==> src/rtl/exmem_skid_pkg.sv <==
// exmem_skid_pkg: shared RISC-V pipeline types (package riscv_types) for the EX/MEM skid buffer
//   riscv_control_t  control bits carried from EX into MEM/WB
//   exmem_state_t    skid occupancy: EMPTY, ONE (main only), FULL (main + skid)
//   exmem_payload_t  one EX/MEM entry at the default widths (XLEN, REG_W)
package riscv_types;
  localparam int XLEN = 32;
  localparam int REG_W = 5;
  typedef struct packed {
    logic       reg_write;
    logic       mem_to_reg;
    logic       mem_read;
    logic       mem_write;
    logic       branch;
    logic       alu_src;
    logic [1:0] alu_op;
  } riscv_control_t;
  typedef enum logic [1:0] {EMPTY, ONE, FULL} exmem_state_t;
  typedef struct packed {
    logic             zero;
    logic [XLEN-1:0]  pc_branch;
    logic [XLEN-1:0]  alu_res;
    logic [REG_W-1:0] rd;
    logic [XLEN-1:0]  drs2;
    riscv_control_t   ctrl;
  } exmem_payload_t;
endpackage

==> src/rtl/exmem_skid_sat_counter.sv <==
// sat_counter: event counter that sticks at all-ones
//   clk_in  clock, rst_in async active-high reset
//   inc     count this cycle
//   count   current value, saturating
module sat_counter #(
  parameter int CNT_W = 16
) (
  input  logic             clk_in,
  input  logic             rst_in,
  input  logic             inc,
  output logic [CNT_W-1:0] count
);
  always_ff @(posedge clk_in or posedge rst_in)
    if (rst_in) count <= '0;
    else if (inc && !(&count)) count <= count + CNT_W'(1);
endmodule

==> src/rtl/exmem_skid.sv <==
// exmem_skid: two-entry EX/MEM pipeline register with skid slot and registered up-ready
//   clk_in, rst_in (async active-high), flush_in (sync kill of all entries)
//   up_valid_in/up_ready_out + EX payload inputs: accept side
//   dn_valid_out/dn_ready_in + MEM payload outputs: drain side, zeroed when not valid
//   stall_cnt_out, flush_cnt_out: saturating perf counters, only with EXMEM_PERF_EN defined
module exmem_skid
  import riscv_types::*;
#(
  parameter int WIDTH = 32,
  parameter int INDEX = 5,
  parameter int CNT_W = 16
) (
  input  logic             clk_in,
  input  logic             rst_in,
  input  logic             flush_in,
  input  logic             up_valid_in,
  output logic             up_ready_out,
  input  logic             zero_in,
  input  logic [WIDTH-1:0] pc_branch_in,
  input  logic [WIDTH-1:0] alu_res_in,
  input  logic [INDEX-1:0] rd_in,
  input  logic [WIDTH-1:0] drs2_in,
  input  riscv_control_t   ctrl_vector_in,
  output logic             dn_valid_out,
  input  logic             dn_ready_in,
  output logic             zero_out,
  output logic [WIDTH-1:0] pc_branch_out,
  output logic [WIDTH-1:0] alu_res_out,
  output logic [INDEX-1:0] rd_out,
  output logic [WIDTH-1:0] drs2_out,
  output riscv_control_t   ctrl_vector_out
`ifdef EXMEM_PERF_EN
  ,
  output logic [CNT_W-1:0] stall_cnt_out,
  output logic [CNT_W-1:0] flush_cnt_out
`endif
);
  // entries are stored flat so WIDTH/INDEX stay free; field order matches exmem_payload_t
  localparam int PW = 1 + 3 * WIDTH + INDEX + $bits(riscv_control_t);
  exmem_state_t state_q, state_d;
  logic [PW-1:0] in_pl, main_q, main_d, skid_q, skid_d, out_pl;
  logic ready_q, acc, drn;
  assign in_pl = {zero_in, pc_branch_in, alu_res_in, rd_in, drs2_in, ctrl_vector_in};
  assign dn_valid_out = state_q != EMPTY;
  assign up_ready_out = ready_q;
  assign acc = up_valid_in && ready_q;
  assign drn = dn_valid_out && dn_ready_in;
  assign out_pl = dn_valid_out ? main_q : '0;
  assign {zero_out, pc_branch_out, alu_res_out, rd_out, drs2_out, ctrl_vector_out} = out_pl;
  always_comb begin
    state_d = state_q;
    main_d = main_q;
    skid_d = skid_q;
    if (flush_in) begin
      state_d = EMPTY;
      main_d = '0;
      skid_d = '0;
    end else begin
      case (state_q)
        EMPTY: begin
          state_d = acc ? ONE : EMPTY;
          main_d = acc ? in_pl : main_q;
        end
        ONE: begin
          state_d = (acc && !drn) ? FULL : (drn && !acc) ? EMPTY : ONE;
          main_d = (acc && drn) ? in_pl : main_q;
          skid_d = (acc && !drn) ? in_pl : skid_q;
        end
        FULL: begin
          state_d = drn ? ONE : FULL;
          main_d = drn ? skid_q : main_q;
        end
        default: state_d = EMPTY;
      endcase
    end
  end
  // ready is registered from the next state, so dn_ready_in never reaches up_ready_out combinationally
  always_ff @(posedge clk_in or posedge rst_in)
    if (rst_in) begin
      state_q <= EMPTY;
      main_q <= '0;
      skid_q <= '0;
      ready_q <= 1'b0;
    end else begin
      state_q <= state_d;
      main_q <= main_d;
      skid_q <= skid_d;
      ready_q <= state_d != FULL;
    end
`ifdef EXMEM_PERF_EN
  sat_counter #(.CNT_W(CNT_W)) u_stall_cnt (
    .clk_in(clk_in),
    .rst_in(rst_in),
    .inc(dn_valid_out && !dn_ready_in),
    .count(stall_cnt_out)
  );
  sat_counter #(.CNT_W(CNT_W)) u_flush_cnt (
    .clk_in(clk_in),
    .rst_in(rst_in),
    .inc(flush_in && state_q != EMPTY),
    .count(flush_cnt_out)
  );
`endif
endmodule

==> config.mk <==
export PLATFORM = sky130hd
export DESIGN_NAME = exmem_skid
export DESIGN_NICKNAME = d
export VERILOG_FILES = /design/src/rtl/exmem_skid_pkg.sv /design/src/rtl/exmem_skid_sat_counter.sv /design/src/rtl/exmem_skid.sv
export SDC_FILE = /design/constraint.sdc
export NUM_CORES = 1
export LEC_CHECK = 0
export ABC_CLOCK_PERIOD_IN_PS = 14100
export BUFFER_PORTS_ARGS = -buffer_cell sky130_fd_sc_hd__buf_2
export CAP_MARGIN = 20
export CORE_ASPECT_RATIO = 1.75
export CORE_UTILIZATION = 49
export DETAILED_ROUTE_END_ITERATION = 16
export HOLD_SLACK_MARGIN = 0.05
export PLACE_DENSITY = 0.73
export SETUP_SLACK_MARGIN = 0.05
export SLEW_MARGIN = 15
export SYNTH_ARGS = -nofsm -noshare
export SYNTH_HDL_FRONTEND = slang
export SYNTH_HIERARCHICAL = 1
export SYNTH_SLANG_ARGS = --single-unit
==> constraint.sdc <==
create_clock -name clk_in -period 14.1 [get_ports clk_in]
set_input_delay 1.41 -clock clk_in [delete_from_list [all_inputs] [get_ports clk_in]]
set_output_delay 1.41 -clock clk_in [all_outputs]
set_load 0.02 [all_outputs]
After elaboration in Yosys (flattened, before gate mapping) --
Index checks and enable logic that the tools add are counted.
Word-level totals: flip-flop bits (word level) 223, word-level logic and storage cells 39
Cells by class: eq/ne operators 6, multiplexer cells 15, reduce and logical (&&, ||, !) cells 14
Operator list (number):
- two-way mux 110 bit | 8
- one-hot mux 110 bit (3 select lines) | 1
- inequality test 3 bit (second input constant) | 3
- two-way mux 2 bit | 3
- one-hot mux 2 bit (3 select lines) | 1
- nonzero test 2 bit | 3
- logical AND 1 bit | 5
- AND reduction 4 bit | 1
- nonzero test 4 bit | 1
- == test 2 x 1 -> 1 bit (second input constant) | 1
- == test 2 bit (second input constant) | 1
- zero test 1 bit | 2
- zero test 2 bit | 1
- two-way mux 1 bit | 2
- inequality test 2 bit (second input constant) | 1
- AND reduction 2 bit | 1

Logic depth before layout (Yosys ltp) --
Gate-level depths: netlist of run 1.
word-level depth 8, mapped depth 9, mapped depth without buffers 6

Least setup slack after synthesis of run 1 --
Ideal clock, no wire load.
kind input-to-reg, start input port up_valid_in, end register main_q[100], library setup time 94 ps, arrival 2698 ps, required time 14006 ps, slack 11308 ps, stages on the path 7, path through and2_1 > ha_1 > and3b_1 > or3_1 > buf_6 > buf_6 > a211oi_1
On the way: cells in the longest elaborated chain, start to end 4
Ends and longest elaborated chain:
- start: declaration | RTL line exmem_skid.sv:16 | input logic up_valid_in,
- logical AND 1 bit * | RTL line exmem_skid.sv:46 | assign acc = up_valid_in && ready_q;
- logical AND 1 bit | RTL line exmem_skid.sv:66 | main_d = (acc && drn) ? in_pl : main_q;
- inequality test 3 bit (no line)
- AND reduction 4 bit (no line) *
- end signal: assignment | RTL line exmem_skid.sv:86 | main_q <= main_d;
- end: declaration | RTL line exmem_skid.sv:41 | logic [PW-1:0] in_pl, main_q, main_d, skid_q, skid_d, out_pl;
Mark *: on every way between the ends. The rest lies on a longest branch, timed or not. A chain may end at the register's enable or synchronous reset.

Worst setup path in the final report of run 1 --
start register state_q[0], end output port drs2_out[21]
On the way: cells in the longest elaborated chain, start to end 2
Ends and longest elaborated chain:
- start: declaration | RTL line exmem_skid.sv:40 | exmem_state_t state_q, state_d;
- start signal: assignment | RTL line exmem_skid.sv:85 | state_q <= state_d;
- nonzero test 2 bit | RTL line exmem_skid.sv:44 | assign dn_valid_out = state_q != EMPTY;
- two-way mux 110 bit | RTL line exmem_skid.sv:48 | assign out_pl = dn_valid_out ? main_q : '0;
- end: declaration | RTL line exmem_skid.sv:30 | output logic [WIDTH-1:0] drs2_out,
No other way between the ends.

==> results of run 1 <==
-- routing by layer --
layer	up-vias	part of all wire	GRT usage
met5	-	0	0
met4	0	0.030	0.0999
met3	53	0.047	0.0354
met2	247	0.50	0.418
met1	4183	0.42	0.324
li1	3748	-	-
-- synth_stat cells --
cell type	count	area, sq um
a211oi_1	90	676
a211oi_2	20	250
a21oi_1	3	15.0
a22o_1	110	963
and2_1	112	701
and3b_1	2	17.5
and4b_1	1	10.0
and4bb_2	1	12.5
buf_1	3	11.3
buf_2	24	120
buf_6	11	124
clkbuf_1	73	274
dfrtp_1	223	5580
ha_1	1	12.5
inv_1	2	7.51
mux2i_1	110	1100
nand2b_1	1	6.26
nand3b_1	1	7.51
nor2_1	1	3.75
nor2b_1	1	6.26
nor3_1	1	5.00
nor3b_1	1	7.51
nor4_1	110	688
o21ba_2	1	10.0
or2_2	1	6.26
or3_1	2	12.5
-- kinds of logic (layout without fill, tap and decap cells) --
kind of cell               count (synthesis)  after routing
DFF                                      223            223
muxes                                    110            110
adders and majority gates                  1              1
buffers and inverters                    113            282
AOI/OAI and AO/OA                        224            224
and+or+nand+nor                          235            235
other                                      0              1
-- stage by stage --
stage               cell area (sq um)  power, mW
global route                    12600       1.64
CTS                             12600       1.60
detailed placement              11700      0.942
floorplan                       10600      0.871
finish                          12600       1.59
global placement                11700      0.936
-- how the worst max path moves through the flow --
stage / start / endpoint / cells past startpoint
final: state_q[0] / drs2_out[21] / 4
after global placement: dn_ready_in / main_q[65] / 7
after detailed placement: dn_ready_in / main_q[74] / 7
after CTS: state_q[0] / pc_branch_out[31] / 4
after floorplan: rst_in / main_q[0] / 1
after global routing: state_q[0] / pc_branch_out[31] / 4
-- cell type report --
class / instances / area [sq um]
diodes: 1 / 2.50
well taps: 288 / 360
clock inverters: 9 / 154
multi-input cells: 570 / 4550
inverters: 2 / 15.0
clock buffers: 31 / 666
flip-flops and latches: 223 / 5580
fillers: 1772 / 8510
repair buffers: 240 / 1270
-- state kept, by name (all words and copies together), names as in the netlist --
register      flops
main_q          110
skid_q          110
state_q           2
up_ready_out      1
-- worst max-delay path: stages (launching register included) --
cell	delay, ns
dfrtp_1	0.50
or2_2	0.17
buf_4	0.75
and2_1	0.29
buf_2	0.18
-- power by group through the flow --
stage | clock network (mW) | logic [mW] | registers [mW]
2_1_floorplan | 0 | 0.165 | 0.705
3_3_place_gp | 0 | 0.225 | 0.711
3_5_place_dp | 0 | 0.229 | 0.713
4_1_cts | 0.668 | 0.229 | 0.701
5_1_grt | 0.686 | 0.250 | 0.706
6_report | 0.656 | 0.230 | 0.701
==> summary.txt, run 1 <==
Route
  • WL final: 28200 microns
  • Drt first pass iters: 5
  • Starting DRC count in detailed routing: 594
  • Wire per inst: 20.7 microns
  • Vias: 8231
  • DR vias/cell: 6.03
  • Post-route ant nets: 0
  • Drc violations: 0

Worst setup path
  • Reg2reg path depth: 7
  • Worst EP required: 12.69 ns
  • Worst path arrival time: 2.46 ns
  • Crit path max fanout: 111
  • Critical Path Start Type: flip-flop
  • Crit. End Element: output pin
  • CP Class: flip-flop to output pin
  • Reg-to-Reg End: main_q[32]
  • Worst R2R Setup Slack: 10.86 ns
  • Origin of the critical flop-to-flop path: state_q[0]

Layout
  • Share of layout cells above drive strength 1: 0.287
  • Number of nets in the layout: 1175
  • Non-Filler Instances: 1364
  • Layout area overhead: 18.6%
  • Final Util: 0.597
  • Most common cell after layout, fill and taps aside: buf_2
  • Commonest cells after routing, fill and taps aside: buf_2, dfrtp_1, and2_1

Pwr
  • Clk pwr share: 0.413
  • P_sw: 0.415 mW
  • Internal power: 1.17 mW
  • PwrDens: 126 nW/um^2
  • Sw frac: 0.262
  • Lkg Pwr: 5.76 nW
  • Sequential share of power: 0.442
  • Logic pwr share: 0.145
  • Max VDD drop: 0.101 mV

STA
  • Actual slew at the worst max-slew pin: 1.08 ns
  • Slew HR: 0.281
  • Hold_ws: 0.506 ns
  • Max Freq: 259 MHz
  • Hold Violations, Final: 0
  • Clock skew: 0.00945 ns
  • Max-slew violation count: 0
  • Setup repair after global routing missed its margin: no
  • Final period util: 0.274
  • Final setup fails: 0
  • Fin worst setup slack: 10.23 ns
  • Setup TNS: 0 ns
  • Tmin final: 3.87 ns

Clock network
  • CTS Hold Bufs: 0
  • Setup repair bufs after CTS: 0
  • H-Tree Depth: 1
  • CTS tree: done
  • Worst-path clk slew: 0.07 ns
  • Resized Gates After CTS: 0
  • CTS buffer count: 22
  • Clock sinks: 223
  • CTS Buffer Depth: 3
  • Clock latency on the worst-skew pair: 0.51 ns
  • Root buffer cell: clkbuf_16

Yosys
  • Post-Synth Simple-Gate Area: 0.140
  • Post-synthesis compound-gate area fraction: 0.180
  • Multiplexer share of the synthesized area: 0.104
  • XOR/XNOR Fraction of Synth Area: 0
  • FF+latch count, synth: 223
  • Syn Nets: 1022
  • Post-Syn Instances: 906
  • Synthesized cell area: 10600 sq um
  • Main combinational cell family by area after synthesis: compound AO/OA/AOI/OAI gates
  • Synth warnings: 6
  • Post-synthesis adder-cell area fraction: 0.00118
  • Syn Area/Cell: 11.7 sq um
  • Register area share after synthesis: 0.525
  • Post-synth cell types: 26

Place
  • DP Worst Slack: 10.00 ns
  • Post-DP HPWL: 16500 microns
  • Placed Instances: 1321
  • I/O Buffers: 226
  • GP Congestion: 0.780

Hold path
  • Hold EP: skid_q[62]
  • Min-delay src: skid_q[62]
  • Worst hold path depth: 1
  • Type of the worst min-delay path: flip-flop to flip-flop

Die
  • Total die area: 22300 sq um
  • Chip width: 113 microns
  • Initial Utilization: 0.504
  • Core area: 21100 sq um
  • Num rows: 70
  • Die Y: 197 microns
  • Io pins: 227

Global routing
  • Total track usage: 0.249
  • Vias in the first global route: 8265
  • Initial antenna violation count: 2
  • Pin count of the biggest net entering global routing: 140
  • First-pass GRT wire length: 44100 microns
  • GR Overflow Total: 0

Run status
  • Status: finished, final reports clean

Job
  • Max-cap violations: 0
Power figures use the tool's default switching activity.
==> run 2: changes to the inputs <==
Settings changed: ABC_AREA set to 1, ABC_CLOCK_PERIOD_IN_PS 14100 to 3420, PLACE_DENSITY 0.73 to 0.75.
Clock period 14.1 ns to 3.42 ns, I/O delays scaled along.
==> summary.txt, run 2 <==
Pwr
  • Clk pwr share: 0.375 (was 0.413)
  • P_sw: 1.78 mW (was 0.415 mW)
  • Sequential share of power: 0.465 (was 0.442)
  • Total chip power: 6.22 mW (was 1.59 mW)
  • Logic pwr share: 0.160 (was 0.145)
  • Max VDD drop: 0.315 mV (was 0.101 mV)
  • Sw frac: 0.285 (was 0.262)
  • Lkg Pwr: 7.65 nW (was 5.76 nW)
  • Internal power: 4.45 mW (was 1.17 mW)
  • PwrDens: 461 nW/um^2 (was 126 nW/um^2)

Route
  • Post-route ant nets: 0 (unchanged)
  • Met2 wire length: 16300 microns (was 14200 microns)
  • WL final: 32300 microns (was 28200 microns)
  • Highest metal used: met5 (was met4)
  • DR vias/cell: 5.22 (was 6.03)
  • Starting DRC count in detailed routing: 946 (was 594)
  • Drc violations: 0 (unchanged)
  • Vias: 10863 (was 8231)
  • Met3 WL: 1910 microns (was 1320 microns)
  • Met1 Wirelength: 12700 microns (was 11800 microns)
  • Wire per inst: 15.5 microns (was 20.7 microns)
  • Drt first pass iters: 6 (was 5)

STA
  • Setup repair after global routing missed its margin: no (unchanged)
  • Clock skew: 0.00781 ns (was 0.00945 ns)
  • Actual slew at the worst max-slew pin: 1.12 ns (was 1.08 ns)
  • Max Freq: 345 MHz
  • Max-slew violation count: 0 (unchanged)
  • Hold Violations, Final: 0 (unchanged)
  • Slew HR: 0.251 (was 0.281)
  • Setup TNS: 0 ns (unchanged)
  • Tmin final: 2.89 ns
  • Final period util: 0.846
  • Final setup fails: 0 (unchanged)

Worst setup path
  • Slowest-stage cell, CP: buf_4 (unchanged)
  • Reg2reg path depth: 8 (was 7)
  • CP Class: flip-flop to output pin (unchanged)
  • Critical Path Start Type: flip-flop (unchanged)
  • Most used cell, CP: buf_4
  • Worst path cell trace: nor2_4 -> buf_4 -> buf_4 -> nor2_1 -> buf_2 (was or2_2 -> buf_4 -> and2_1 -> buf_2)
  • Crit path max fanout: 59 (was 111)
  • Worst path arrival time: 2.55 ns (was 2.46 ns)
  • Origin of the critical flop-to-flop path: state_q[1] (was state_q[0])
  • Worst stage delay on the critical path: 0.60 ns (was 0.75 ns)
  • Worst R2R Setup Slack: 0.99 ns (was 10.86 ns)
  • Crit. End Element: output pin (unchanged)
  • Worst EP required: 3.08 ns (was 12.69 ns)
  • Reg-to-Reg End: main_q[97] (was main_q[32])

Yosys
  • Multiplexer share of the synthesized area: 0 (was 0.104)
  • Top-area cell type share of the netlist area: 0.498 (was 0.525)
  • Main combinational cell family by area after synthesis: simple AND/OR/NAND/NOR gates (was compound AO/OA/AOI/OAI gates)
  • Syn Area/Cell: 7.07 sq um (was 11.7 sq um)
  • Count leader, synth: nand2_1 (was dfrtp_1)
  • Ys flop type: dfrtp_1 (unchanged)
  • Post-Syn Instances: 1585 (was 906)
  • Post-Synth Simple-Gate Area: 0.363 (was 0.140)
  • Synth warnings: 6 (unchanged)
  • FF+latch count, synth: 223 (unchanged)
  • Top post-synthesis cells by area: dfrtp_1, nand2_1, nand3_1 (was dfrtp_1, mux2i_1, a22o_1)
  • Post-synthesis adder-cell area fraction: 0.00112 (was 0.00118)
  • Synthesized cell area: 11200 sq um (was 10600 sq um)
  • Syn Nets: 1701 (was 1022)
  • Register area share after synthesis: 0.498 (was 0.525)
  • Post-synthesis compound-gate area fraction: 0.0500 (was 0.180)
  • XOR/XNOR Fraction of Synth Area: 0 (unchanged)
  • Leading area contributor after synthesis: dfrtp_1 (unchanged)
  • Async set-reset flop share out of synthesis: 1.00 (unchanged)
  • Commonest cells in the synthesized netlist: nand2_1, dfrtp_1, nand3_1, inv_1, nor2_1 (was dfrtp_1, and2_1, a22o_1, mux2i_1, nor4_1)
  • Post-synth cell types: 13 (was 26)
  • EDFF count, synth: 0 (unchanged)

Clock network
  • CTS tree: done (unchanged)
  • Clock sinks: 223 (unchanged)
  • Root buffer cell: clkbuf_16 (unchanged)
  • CTS buffer count: 21 (was 22)
  • Resized Gates After CTS: 0 (unchanged)
  • H-Tree Depth: 1 (unchanged)
  • Setup repair bufs after CTS: 0 (unchanged)
  • Worst-path clk slew: 0.07 ns (about the same)
  • CTS Buffer Depth: 3 (unchanged)
  • Clock latency on the worst-skew pair: 0.50 ns (was 0.51 ns)

Global routing
  • Pin count of the biggest net entering global routing: 105 (was 140)
  • Total track usage: 0.279 (was 0.249)
  • Vias in the first global route: 10534 (was 8265)
  • GR Overflow Total: 0 (unchanged)
  • Initial antenna violation count: 1 (was 2)
  • First-pass GRT wire length: 52000 microns (was 44100 microns)

Place
  • I/O Buffers: 226 (unchanged)
  • Post-DP HPWL: 18600 microns (was 16500 microns)
  • Cell area after placement: 12400 sq um (was 11700 sq um)
  • GP Congestion: 0.812 (was 0.780)

Layout
  • Layout area overhead: 20.6% (was 18.6%)
  • Share of layout cells above drive strength 1: 0.160 (was 0.287)
  • Commonest cells after routing, fill and taps aside: nand2_1, buf_2, dfrtp_1 (was buf_2, dfrtp_1, and2_1)
  • Most common cell after layout, fill and taps aside: nand2_1 (was buf_2)
  • Number of nets in the layout: 1889 (was 1175)
  • Antenna Cells: 0 (was 1)
  • Top flop regs: main_q (110), skid_q (110), state_q (2) (unchanged)
  • Post-route cell area: 13500 sq um (was 12600 sq um)

Die
  • Num rows: 72 (was 70)
  • Chip width: 116 microns (was 113 microns)
  • Initial Utilization: 0.503 (was 0.504)
  • Total die area: 23500 sq um (was 22300 sq um)
  • Io pins: 227 (unchanged)
  • Core area: 22300 sq um (was 21100 sq um)
  • Die Y: 202 microns (was 197 microns)

Job
  • Max-cap violations: 0 (unchanged)

Hold path
  • Min-delay src: pc_branch_in[3] (was skid_q[62])
  • Hold EP: skid_q[80] (was skid_q[62])
  • Worst hold path depth: 3 (was 1)
  • Type of the worst min-delay path: input port to flip-flop (was flip-flop to flip-flop)

Run status
  • Status: finished, final reports clean (unchanged)
[run 2: power by group through the flow]
stage	registers [mW]	clock network, mW	logic, mW
2_1_floorplan	2.92	0	0.637
3_3_place_gp	2.93	0	0.947
3_5_place_dp	2.94	0	0.957
4_1_cts	2.89	2.38	1.00
5_1_grt	2.91	2.48	1.11
6_report	2.89	2.34	0.997
[run 2: cells by family after synthesis]
group                      Yosys count
DFF                                223
buffers and inverters              240
and+or+nand+nor                   1009
adders and majority gates            1
AOI/OAI and AO/OA                  112
[run 2: critical path, delay by kind of cell (launching register included)]
kind | cells | cell delay, ns
and+or+nand+nor | 2 | 0.30
DFF | 1 | 0.48
buffers and inverters | 3 | 1.25
[run 2: cell type report]
class / instances / area [sq um]
clock inverter: 7 / 88.8
timing repair buffer: 286 / 1740
tap: 296 / 370
fill: 2061 / 8740
inverter: 119 / 455
multi-input combinational: 1122 / 4700
sequential: 223 / 5580
clock buffer: 27 / 578
[run 2: worst max-delay path by stage]
stage	start	endpoint	slack [ns]	cells past startpoint
2_1_floorplan	rst_in	main_q[0]	0.17	1
3_3_place_gp	state_q[1]	main_q[63]	1.11	8
3_5_place_dp	state_q[1]	main_q[18]	1.04	8
4_1_cts	state_q[1]	drs2_out[20]	0.52	5
5_1_grt	state_q[1]	drs2_out[20]	0.39	5
6_report	state_q[1]	drs2_out[20]	0.53	5
[run 2: what timing repair did]
item | 4_1_cts | 5_1_grt
endpoints found under the setup margin | 0 | 0
hold endpoints to repair | 66 | 1
hold buffers | 41 | 1
[run 2: metal layers]
layer | global-route usage | vias to the layer above
met5 | 0 | -
met4 | 0.133 | 2
met3 | 0.0348 | 71
met2 | 0.482 | 428
met1 | 0.337 | 5102
li1 | - | 5260
[run 2: per-stage QoR]
stage / util / hold slack, ns / worst slack [ns] / instances
after global routing: 0.607 / 0.0532 / 0.390 / 2080
final: 0.607 / 0.0528 / 0.525 / 2080
after global placement: 0.558 / 0.489 / 1.11 / 2004
after CTS: 0.607 / 0.0507 / 0.516 / 2079
after floorplan: - / 0.452 / 0.168 / 1585
after detailed placement: 0.558 / 0.491 / 1.04 / 2004
